$ cat src/rtl/avalon_csr_pkg.sv
// Shared types and constants for the multi-channel Avalon-MM to CSR bridge.
package avalon_csr_pkg;

    typedef enum logic [1:0] {
        IDLE     = 2'd0,
        WR_BURST = 2'd1,
        RD_ISSUE = 2'd2,
        RD_DRAIN = 2'd3
    } state_e;

    localparam int          ERR_CNT_W        = 16;
    localparam logic [31:0] BAD_DATA_DEFAULT = 32'hDEAD_BEEF;

    // Smallest channel-select width that can address ch_cnt channels.
    function automatic int ch_sel_w(input int ch_cnt);
        if (ch_cnt <= 2) begin
            return 1;
        end else begin
            return $clog2(ch_cnt);
        end
    endfunction

endpackage

$ cat src/rtl/csr_rd_pipe.sv
// Fixed-latency tag pipe that tracks outstanding CSR read beats.
// Each stage carries {valid, channel, bad}.
module csr_rd_pipe #(
    parameter int DEPTH = 2,
    parameter int CH_W  = 2
) (
    input  logic            clk,
    input  logic            rst,
    input  logic            squash,
    input  logic            push,
    input  logic [CH_W-1:0] push_ch,
    input  logic            push_bad,
    output logic            out_valid,
    output logic [CH_W-1:0] out_ch,
    output logic            out_bad,
    output logic            empty
);

    logic [DEPTH-1:0] valid_r;
    logic [DEPTH-1:0] bad_r;
    logic [CH_W-1:0]  ch_r [DEPTH];

    // Shift register; squash drops every in-flight beat.
    always_ff @(posedge clk or posedge rst) begin
        if (rst) begin
            valid_r <= {DEPTH{1'b0}};
            bad_r   <= {DEPTH{1'b0}};
            for (int i = 0; i < DEPTH; i++) begin
                ch_r[i] <= {CH_W{1'b0}};
            end
        end else if (squash) begin
            valid_r <= {DEPTH{1'b0}};
            bad_r   <= {DEPTH{1'b0}};
            for (int i = 0; i < DEPTH; i++) begin
                ch_r[i] <= {CH_W{1'b0}};
            end
        end else begin
            valid_r[0] <= push;
            bad_r[0]   <= push_bad;
            ch_r[0]    <= push_ch;
            for (int i = 1; i < DEPTH; i++) begin
                valid_r[i] <= valid_r[i-1];
                bad_r[i]   <= bad_r[i-1];
                ch_r[i]    <= ch_r[i-1];
            end
        end
    end

    assign out_valid = valid_r[DEPTH-1];
    assign out_ch    = ch_r[DEPTH-1];
    assign out_bad   = bad_r[DEPTH-1];
    assign empty     = ~|valid_r;

endmodule

$ cat src/rtl/avalon_mm_to_csr_mux.sv
// Avalon-MM agent that decodes upper address bits onto CH_CNT CSR channels,
// with burst reads/writes, byteenable forwarding and decode-error reporting.
module avalon_mm_to_csr_mux
    import avalon_csr_pkg::*;
#(
    parameter int                DATA_W     = 32,
    parameter int                CH_CNT     = 4,
    parameter int                CH_SEL_W   = ch_sel_w(CH_CNT),
    parameter int                CH_ADDR_W  = 8,
    parameter int                BURST_W    = 4,
    parameter int                RD_LATENCY = 1,
    parameter logic [DATA_W-1:0] BAD_DATA   = DATA_W'(BAD_DATA_DEFAULT)
) (
    input  logic                          clk_i,
    input  logic                          rst_i,
    output logic                          amm_waitrequest_o,
    output logic [DATA_W-1:0]             amm_readdata_o,
    output logic                          amm_readdatavalid_o,
    input  logic [BURST_W-1:0]            amm_burstcount_i,
    input  logic [DATA_W-1:0]             amm_writedata_i,
    input  logic [CH_SEL_W+CH_ADDR_W-1:0] amm_address_i,
    input  logic                          amm_write_i,
    input  logic                          amm_read_i,
    input  logic [DATA_W/8-1:0]           amm_byteenable_i,
    input  logic                          amm_debugaccess_i,
    output logic [CH_ADDR_W-1:0]          csr_address_o,
    output logic [DATA_W-1:0]             csr_writedata_o,
    output logic [DATA_W/8-1:0]           csr_byteenable_o,
    output logic [CH_CNT-1:0]             csr_write_o,
    output logic [CH_CNT-1:0]             csr_read_o,
    input  logic [CH_CNT*DATA_W-1:0]      csr_readdata_i,
    output logic [ERR_CNT_W-1:0]          err_cnt_o
);

    localparam int ADDR_W = CH_SEL_W + CH_ADDR_W;
    localparam int BE_W   = DATA_W / 8;

    function automatic logic [CH_CNT-1:0] ch_onehot(input logic [CH_SEL_W-1:0] ch);
        logic [CH_CNT-1:0] oh;
        for (int k = 0; k < CH_CNT; k++) begin
            oh[k] = (CH_SEL_W'(k) == ch);
        end
        return oh;
    endfunction

    state_e                 state_r, state_s;
    logic [CH_ADDR_W-1:0]   addr_r, addr_s, beat_addr_s;
    logic [CH_SEL_W-1:0]    ch_r, ch_s, push_ch_s;
    logic                   bad_r, bad_s, push_bad_s;
    logic [BURST_W-1:0]     rem_r, rem_s, burst_s;
    logic [CH_CNT-1:0]      wr_strobe_s, rd_strobe_s, csr_write_r, csr_read_r;
    logic                   beat_s, push_s, err_inc_s, waitreq_s, waitreq_r;
    logic [CH_ADDR_W-1:0]   csr_addr_r;
    logic [DATA_W-1:0]      csr_wdata_r, rd_mux_s, rdata_r;
    logic [BE_W-1:0]        csr_be_r;
    logic                   rvalid_r;
    logic [ERR_CNT_W-1:0]   err_cnt_r;
    logic [CH_SEL_W-1:0]    cmd_ch_s;
    logic [CH_ADDR_W-1:0]   cmd_addr_s;
    logic                   cmd_bad_s;
    logic                   pipe_valid_s, pipe_bad_s, pipe_empty_s;
    logic [CH_SEL_W-1:0]    pipe_ch_s;
    logic                   unused_s;

    assign unused_s   = amm_debugaccess_i;
    assign cmd_ch_s   = amm_address_i[ADDR_W-1 -: CH_SEL_W];
    assign cmd_addr_s = amm_address_i[CH_ADDR_W-1:0];
    assign cmd_bad_s  = (int'(cmd_ch_s) >= CH_CNT);
    assign burst_s    = (amm_burstcount_i == {BURST_W{1'b0}}) ? BURST_W'(1) : amm_burstcount_i;

    // Next-state, beat issue and error decisions.
    always_comb begin
        state_s     = state_r;
        addr_s      = addr_r;
        ch_s        = ch_r;
        bad_s       = bad_r;
        rem_s       = rem_r;
        wr_strobe_s = {CH_CNT{1'b0}};
        rd_strobe_s = {CH_CNT{1'b0}};
        beat_s      = 1'b0;
        beat_addr_s = addr_r;
        push_s      = 1'b0;
        push_ch_s   = ch_r;
        push_bad_s  = bad_r;
        err_inc_s   = 1'b0;
        case (state_r)
            IDLE: begin
                if (!waitreq_r && amm_write_i) begin
                    // A simultaneous read is dropped and reported as an error.
                    beat_s      = 1'b1;
                    beat_addr_s = cmd_addr_s;
                    wr_strobe_s = cmd_bad_s ? {CH_CNT{1'b0}} : ch_onehot(cmd_ch_s);
                    ch_s        = cmd_ch_s;
                    bad_s       = cmd_bad_s;
                    addr_s      = cmd_addr_s + CH_ADDR_W'(1);
                    rem_s       = burst_s - BURST_W'(1);
                    err_inc_s   = cmd_bad_s | amm_read_i;
                    if (burst_s > BURST_W'(1)) begin
                        state_s = WR_BURST;
                    end else begin
                        state_s = IDLE;
                    end
                end else if (!waitreq_r && amm_read_i) begin
                    beat_s      = 1'b1;
                    beat_addr_s = cmd_addr_s;
                    rd_strobe_s = cmd_bad_s ? {CH_CNT{1'b0}} : ch_onehot(cmd_ch_s);
                    push_s      = 1'b1;
                    push_ch_s   = cmd_ch_s;
                    push_bad_s  = cmd_bad_s;
                    ch_s        = cmd_ch_s;
                    bad_s       = cmd_bad_s;
                    addr_s      = cmd_addr_s + CH_ADDR_W'(1);
                    rem_s       = burst_s - BURST_W'(1);
                    err_inc_s   = cmd_bad_s;
                    state_s     = RD_ISSUE;
                end else begin
                    state_s = IDLE;
                end
            end
            WR_BURST: begin
                if (amm_write_i) begin
                    beat_s      = 1'b1;
                    wr_strobe_s = bad_r ? {CH_CNT{1'b0}} : ch_onehot(ch_r);
                    addr_s      = addr_r + CH_ADDR_W'(1);
                    rem_s       = rem_r - BURST_W'(1);
                    if (rem_r == BURST_W'(1)) begin
                        state_s = IDLE;
                    end else begin
                        state_s = WR_BURST;
                    end
                end else begin
                    state_s = WR_BURST;
                end
            end
            RD_ISSUE: begin
                if (rem_r == {BURST_W{1'b0}}) begin
                    state_s = RD_DRAIN;
                end else begin
                    beat_s      = 1'b1;
                    rd_strobe_s = bad_r ? {CH_CNT{1'b0}} : ch_onehot(ch_r);
                    push_s      = 1'b1;
                    addr_s      = addr_r + CH_ADDR_W'(1);
                    rem_s       = rem_r - BURST_W'(1);
                    if (rem_r == BURST_W'(1)) begin
                        state_s = RD_DRAIN;
                    end else begin
                        state_s = RD_ISSUE;
                    end
                end
            end
            RD_DRAIN: begin
                if (pipe_empty_s) begin
                    state_s = IDLE;
                end else begin
                    state_s = RD_DRAIN;
                end
            end
            default: begin
                state_s = IDLE;
            end
        endcase
        waitreq_s = (state_s == RD_ISSUE) || (state_s == RD_DRAIN);
    end

    // Command-tracking state and waitrequest.
    always_ff @(posedge clk_i or posedge rst_i) begin
        if (rst_i) begin
            state_r   <= IDLE;
            addr_r    <= {CH_ADDR_W{1'b0}};
            ch_r      <= {CH_SEL_W{1'b0}};
            bad_r     <= 1'b0;
            rem_r     <= {BURST_W{1'b0}};
            waitreq_r <= 1'b1;
        end else begin
            state_r   <= state_s;
            addr_r    <= addr_s;
            ch_r      <= ch_s;
            bad_r     <= bad_s;
            rem_r     <= rem_s;
            waitreq_r <= waitreq_s;
        end
    end

    // Registered CSR-side beat outputs.
    always_ff @(posedge clk_i or posedge rst_i) begin
        if (rst_i) begin
            csr_write_r <= {CH_CNT{1'b0}};
            csr_read_r  <= {CH_CNT{1'b0}};
            csr_addr_r  <= {CH_ADDR_W{1'b0}};
            csr_wdata_r <= {DATA_W{1'b0}};
            csr_be_r    <= {BE_W{1'b0}};
        end else begin
            csr_write_r <= wr_strobe_s;
            csr_read_r  <= rd_strobe_s;
            if (beat_s) begin
                csr_addr_r  <= beat_addr_s;
                csr_wdata_r <= amm_writedata_i;
                csr_be_r    <= amm_byteenable_i;
            end
        end
    end

    // Saturating decode-error counter, one step per command.
    always_ff @(posedge clk_i or posedge rst_i) begin
        if (rst_i) begin
            err_cnt_r <= {ERR_CNT_W{1'b0}};
        end else if (err_inc_s && (err_cnt_r != {ERR_CNT_W{1'b1}})) begin
            err_cnt_r <= err_cnt_r + ERR_CNT_W'(1);
        end
    end

    csr_rd_pipe #(
        .DEPTH (RD_LATENCY + 1),
        .CH_W  (CH_SEL_W)
    ) u_rd_pipe (
        .clk       (clk_i),
        .rst       (rst_i),
        .squash    (rst_i),
        .push      (push_s),
        .push_ch   (push_ch_s),
        .push_bad  (push_bad_s),
        .out_valid (pipe_valid_s),
        .out_ch    (pipe_ch_s),
        .out_bad   (pipe_bad_s),
        .empty     (pipe_empty_s)
    );

    // Select the channel tagged by the beat leaving the pipe.
    always_comb begin
        rd_mux_s = {DATA_W{1'b0}};
        for (int k = 0; k < CH_CNT; k++) begin
            rd_mux_s = (CH_SEL_W'(k) == pipe_ch_s) ? csr_readdata_i[k*DATA_W +: DATA_W] : rd_mux_s;
        end
    end

    // Registered Avalon read return.
    always_ff @(posedge clk_i or posedge rst_i) begin
        if (rst_i) begin
            rvalid_r <= 1'b0;
            rdata_r  <= {DATA_W{1'b0}};
        end else begin
            rvalid_r <= pipe_valid_s;
            if (pipe_valid_s) begin
                rdata_r <= pipe_bad_s ? BAD_DATA : rd_mux_s;
            end
        end
    end

    assign amm_waitrequest_o   = waitreq_r;
    assign amm_readdata_o      = rdata_r;
    assign amm_readdatavalid_o = rvalid_r;
    assign csr_address_o       = csr_addr_r;
    assign csr_writedata_o     = csr_wdata_r;
    assign csr_byteenable_o    = csr_be_r;
    assign csr_write_o         = csr_write_r;
    assign csr_read_o          = csr_read_r;
    assign err_cnt_o           = err_cnt_r;

endmodule

$ cat config.mk
export PLATFORM = sky130hd
export DESIGN_NAME = avalon_mm_to_csr_mux
export DESIGN_NICKNAME = d
export VERILOG_FILES = /design/src/rtl/avalon_csr_pkg.sv /design/src/rtl/csr_rd_pipe.sv /design/src/rtl/avalon_mm_to_csr_mux.sv
export SDC_FILE = /design/constraint.sdc
export NUM_CORES = 1
export LEC_CHECK = 0
export BUFFER_PORTS_ARGS = -buffer_cell sky130_fd_sc_hd__buf_2
export CAP_MARGIN = 5
export CORE_MARGIN = 5
export CORE_UTILIZATION = 51
export CTS_CLUSTER_DIAMETER = 50
export DETAILED_ROUTE_END_ITERATION = 10
export PLACE_DENSITY = 0.86
export SLEW_MARGIN = 20
export SYNTH_ARGS = -nofsm -noshare
export SYNTH_HDL_FRONTEND = slang
export SYNTH_SLANG_ARGS = --single-unit
$ cat constraint.sdc
create_clock -name clk_i -period 11.39 [get_ports clk_i]
set_clock_uncertainty 0.05 [all_clocks]
set_input_delay 2.8475 -clock clk_i [delete_from_list [all_inputs] [get_ports clk_i]]
set_output_delay 2.8475 -clock clk_i [all_outputs]
set_load 0.1 [all_outputs]
Word level (Yosys, flattened, before mapping)
Index checks and enable logic that the tools add are counted.
{"block": "word_totals", "ff_bits": 127, "inputBits": 183, "output_inout_bits": 102, "wordCells": 113}
{"block": "op_classes", "addsub": 5, "magnitude_cmp": 1, "eq_ne": 19, "mux": 56, "n_reduce_logical": 14}
{"cell": "2-to-1 mux 32 bit", "n": 5}
{"cell": "2-to-1 mux 8 bit", "n": 7}
{"cell": "2-to-1 mux 4 bit", "n": 12}
{"cell": "one-hot mux 8 bit (3 select lines)", "n": 1}
{"cell": "2-to-1 mux 2 bit", "n": 10}
{"cell": "adder 16 x 1 -> 16 bit (second input constant)", "n": 1}
{"cell": "adder 8 x 1 -> 8 bit (second input constant)", "n": 2}
{"cell": "!= test 16 bit (second input constant)", "n": 1}
{"cell": "one-hot mux 4 bit (2 select lines)", "n": 2}
{"cell": "2-to-1 mux 1 bit", "n": 15}
{"cell": "equality test 2 bit (first input constant)", "n": 6}
{"cell": "one-hot mux 4 bit (3 select lines)", "n": 1}
{"cell": "equality test 2 bit (second input constant)", "n": 4}
{"cell": "zero test 2 bit", "n": 4}
{"cell": "zero test 4 bit", "n": 2}
{"cell": "one-hot mux 2 bit (4 select lines)", "n": 1}
{"cell": "subtractor 4 x 1 -> 4 bit (second input constant)", "n": 2}
{"cell": "equality test 1 x 2 -> 1 bit (first input constant)", "n": 3}
{"cell": "equality test 4 x 1 -> 1 bit (second input constant)", "n": 1}
{"cell": "greater-than comparator 4 x 1 -> 1 bit (second input constant)", "n": 1}
{"cell": "!= test 2 bit (second input constant)", "n": 2}
{"cell": "AND reduction 4 bit", "n": 1}
{"cell": "logical AND 1 bit", "n": 3}
{"cell": "!= test 3 bit (second input constant)", "n": 1}
{"cell": "other kinds (7)", "n": 7}

Logic depth before layout (Yosys ltp)
{"block": "depth", "ltp_word": 8, "ltp_mapped": 11, "depth_no_buf": 9}

By module
From an unflattened synthesis, not the netlist that was laid out.
{"block": "unflattened", "hier_cells": 499, "hier_area_um2": 6396.1}
{"mod": "avalon_mm_to_csr_mux", "n_inst": 1, "cells_each": 479, "area_per_inst_um2": 6123.4, "seq_area_each_um2": 2979.1}
{"mod": "csr_rd_pipe", "n_inst": 1, "cells_each": 20, "area_per_inst_um2": 272.8, "seq_area_each_um2": 200.2}

Least setup slack after synthesis
No wires, ideal clock.
{"block": "synth_timing", "path_kind": "input -> register", "start": "input rst_i", "end": "register u_rd_pipe.bad_r[0]", "setup_ns": 0.083, "arrival_time_ns": 5.883, "required_time_ns": 11.257, "slack_ns": 5.374, "stages": 2, "n_path_buf": 0, "cell_sequence": "inv_1 -> and3_1"}
{"block": "synth_via", "elab_chain_len": 1}
{"element": "start: declaration", "line": "avalon_mm_to_csr_mux.sv:15", "source": "input logic rst_i,"}
{"element": "2-to-1 mux 2 bit", "line": "csr_rd_pipe.sv:31", "source": "end else if (squash) begin"}
{"element": "end signal: assignment", "line": "csr_rd_pipe.sv:27", "source": "bad_r <= {DEPTH{1'b0}};"}
{"element": "end signal: assignment", "line": "csr_rd_pipe.sv:33", "source": "bad_r <= {DEPTH{1'b0}};"}
{"element": "end signal: assignment", "line": "csr_rd_pipe.sv:39", "source": "bad_r[0] <= push_bad;"}
{"element": "end: declaration", "line": "csr_rd_pipe.sv:20", "source": "logic [DEPTH-1:0] bad_r;"}
No other way between the ends.
A chain may end at the register's enable or synchronous reset.

Final worst setup path
{"block": "layout_timing", "start": "input amm_write_i", "end": "register addr_r[4]"}
{"block": "layout_via", "elab_chain_len": 3, "elab_cells_between_ends": 6, "cone_classes": "2 x eq/ne; 2 x mux; 2 x reduce/logical"}
{"element": "start: declaration", "line": "avalon_mm_to_csr_mux.sv:22", "source": "input logic amm_write_i,"}
{"element": "logical AND 1 bit", "line": "avalon_mm_to_csr_mux.sv:88", "source": "if (!waitreq_r && amm_write_i) begin"}
{"element": "!= test 3 bit (no source line) or 2-to-1 mux 8 bit (tied branches)"}
{"element": "AND reduction 4 bit (no source line) or one-hot mux 8 bit (3 select lines) (tied branches)"}
{"element": "end signal: assignment", "line": "avalon_mm_to_csr_mux.sv:169", "source": "addr_r <= {CH_ADDR_W{1'b0}};"}
{"element": "end signal: assignment", "line": "avalon_mm_to_csr_mux.sv:176", "source": "addr_r <= addr_s;"}
{"element": "end: declaration", "line": "avalon_mm_to_csr_mux.sv:47", "source": "logic [CH_ADDR_W-1:0] addr_r, addr_s, beat_addr_s;"}
Several ways; a longest one is shown, not always the timed one.

==> flow_metrics.py <==
metrics = {
    "synth": {
        "ys_warn_count": 0,
        "synth_cell_types": 58,
        "synth_common_cells": "dfrtp_1 (126), mux2_2 (53), mux4_2 (32), nand2_1 (32), o22a_1 (25)",
        "ys_ff_latch": 127,
        "syn_area_sq_mm": 0.00630,
        "synth.largest_area_cell": "dfrtp_1",
        "synthCells": 486,
        "synth_area_leaders": "dfrtp_1 (50%), mux4_2 (11%), mux2_2 (9.5%)",
        "yosysTopAreaCellShare": 0.500,
        "synth_most_common_cell": "dfrtp_1",
        "synth_edf_count": 0,
        "syn_nets": 678,
        "seq_area_frac_synth": 0.505,
        "async_flop_share": 1.00,
        "synth_ff_type": "dfrtp_1",
        "avgSynthCellArea_sq_um": 13.0,
    },
    "timing": {
        "tns_ps": 0,
        "post-route-period-util": 0.392,
        "slew_headroom": 0.302,
        "slew_viol_final": 0,
        "setup_ws_ps": 6930,
        "worst_pin_slew_ps": 1050,
        "fmax_ghz": 0.224,
        "period_needed_ps": 4460,
        "rsz0062_at_grt": "no",
        "finalSetupViolations": 0,
        "hold_violations": 0,
    },
    "clock_network": {
        "clk_pin_slew_ps": 60,
        "numCtsBuffers": 17,
        "htreeDepth": 4,
        "cts_hold_buf": 0,
        "post_cts_buffers": 0,
        "cts-root-buf": "clkbuf_16",
        "clockBufferDepth": 2,
        "cts_resized": 0,
        "clock-sinks": 127,
        "insertion_delay_ps": 420,
        "cts_tree": "built",
    },
    "route": {
        "drc_errors": 0,
        "drt_first_pass_iters": 5,
        "antenna_left": 0,
        "wl_um": 18500,
        "wl_per_cell_um": 19.4,
        "drt_iter0_markers": 334,
        "vias": 5292,
        "viasPerCell": 5.55,
    },
    "global_route": {
        "overflow": 0,
        "grt_pass1_vias": 5602,
        "grt_pass1_wl_um": 28400,
        "grt_max_degree": 72,
        "grt_use_total": 0.248,
        "antenna_found_initial": 7,
    },
    "floorplan": {
        "fp.dieW_um": 121,
        "die_h_um": 121,
        "die_area_sq_mm": 0.0147,
        "ios": 285,
        "initial_core_util": 0.522,
        "core.rowCount": 40,
        "fp.coreArea_sq_mm": 0.0121,
    },
    "min_path": {
        "hold_path_class": "flop to flop",
    },
    "setup_path": {
        "end_kind": "flop",
        "cp.required_ps": 11610,
        "crit_fanout": 20,
        "startpoint_type": "input pin",
        "worst-setup-path-type": "input pin to flop",
        "worstPathArrival_ps": 4680,
    },
    "finish": {
        "syn_to_final_growth_pct": 33.4,
        "drive_above_1_share": 0.538,
        "finish.instance_area_sq_mm": 0.00841,
        "final_util": 0.697,
        "nNetsFinal": 958,
    },
    "placement": {
        "portBuffers": 283,
        "gp_congestion": 0.882,
        "post-place-ws_ps": 6520,
        "post-dp-hpwl_um": 14000,
        "post_dp_cell_area_sq_mm": 0.00782,
    },
    "flow_run": {
        "cap_violations": 0,
    },
    "run_status": {
        "status": "complete, no violations",
    },
}
cell families (layout without fill, tap and decap cells):
logic type / after synthesis / after routing / share of synthesized area
AO/OA/AOI/OAI: 85 / 85 / 0.100
AND/OR/NAND/NOR: 109 / 109 / 0.0906
adder cells (fa/ha/maj): 9 / 9 / 0.0179
other: 0 / 7 / 0
buffers and inverters: 41 / 334 / 0.0330
flip-flops: 127 / 127 / 0.505
XOR/XNOR: 19 / 19 / 0.0264
multiplexers: 96 / 96 / 0.228
critical path, cell delays in order:
cell and delay (ps):
buf_2 200, o21bai_1 150, a2111oi_4 980, nand2b_1 250, o22ai_1 200, a21oi_1 60
registers in the layout, summed over array words and instances, names as in the netlist, 4 cells and up:
| signal | flops |
|---|---|
| err_cnt_o | 16 |
| csr_address_o | 8 |
| csr_byteenable_o | 4 |
| amm_readdata_o | 32 |
| csr_writedata_o | 32 |
| csr_read_o | 4 |
| csr_write_o | 4 |
| addr_r | 8 |
| rem_r | 4 |
path summary, 6_finish.rpt:
check	from	end	slack (ps)	depth (start not counted)
setup / recovery	amm_write_i	addr_r[4]	6930	6
hold / removal	u_rd_pipe.bad_r[0]	u_rd_pipe.bad_r[1]	410	1
hold reg to reg	u_rd_pipe.bad_r[0]	u_rd_pipe.bad_r[1]	410	1
max in group asynchronous	rst_i	csr_writedata_o[11]	7370	3
min in group asynchronous	rst_i	u_rd_pipe.ch_r[2]	2560	2
setup reg to reg	state_r[0]	addr_r[6]	8400	9
per-stage QoR:
stage / instances / hold WS, ps
final: 954 / 414
after global placement: 914 / 392
after floorplan: 486 / 302
after global routing: 953 / 445
after CTS: 946 / 419
after detailed placement: 914 / 405
placed cells by master (no fill, tap or decap), types with 3 or more instances in the layout:
cell,count
buf_4,3
mux2_1,5
mux2_2,53
dfrtp_1,124
inv_1,14
a21oi_1,9
o21ai_0,18
xor2_1,6
o22a_1,25
nand2_1,32
clkinvlp_4,3
diode_2,7
mux2i_1,6
clkinv_4,4
xnor2_1,13
nand2b_1,8
o32ai_1,4
nor3_1,4
nor2_1,14
ha_1,9
and3_1,5
nand3_1,15
buf_2,283
o22ai_1,8
clkbuf_16,17
mux4_2,32
nand4_1,7
nor2b_1,9
inv_6,6
per-layer routing:
metal | GRT usage | part of all wire | vias up
met5 | 0 | 0.00070 | -
met3 | 0.0895 | 0.094 | 41
met2 | 0.416 | 0.51 | 286
met1 | 0.279 | 0.36 | 2571
met4 | 0.128 | 0.037 | 2
li1 | - | - | 2392
final cells by class:
cell class / instances / area, sq um
clock buffers: 17 / 425
well taps: 168 / 210
repair buffers: 287 / 1460
fillers: 864 / 3660
flip-flops and latches: 127 / 3180
diodes: 7 / 17.5
inverters: 15 / 58.8
clock inverters: 15 / 126
multi-input cells: 318 / 2930
Power is left out: the tool's default activity adds up to more than one toggle a clock period on the data nets, which glitch-free logic cannot reach.
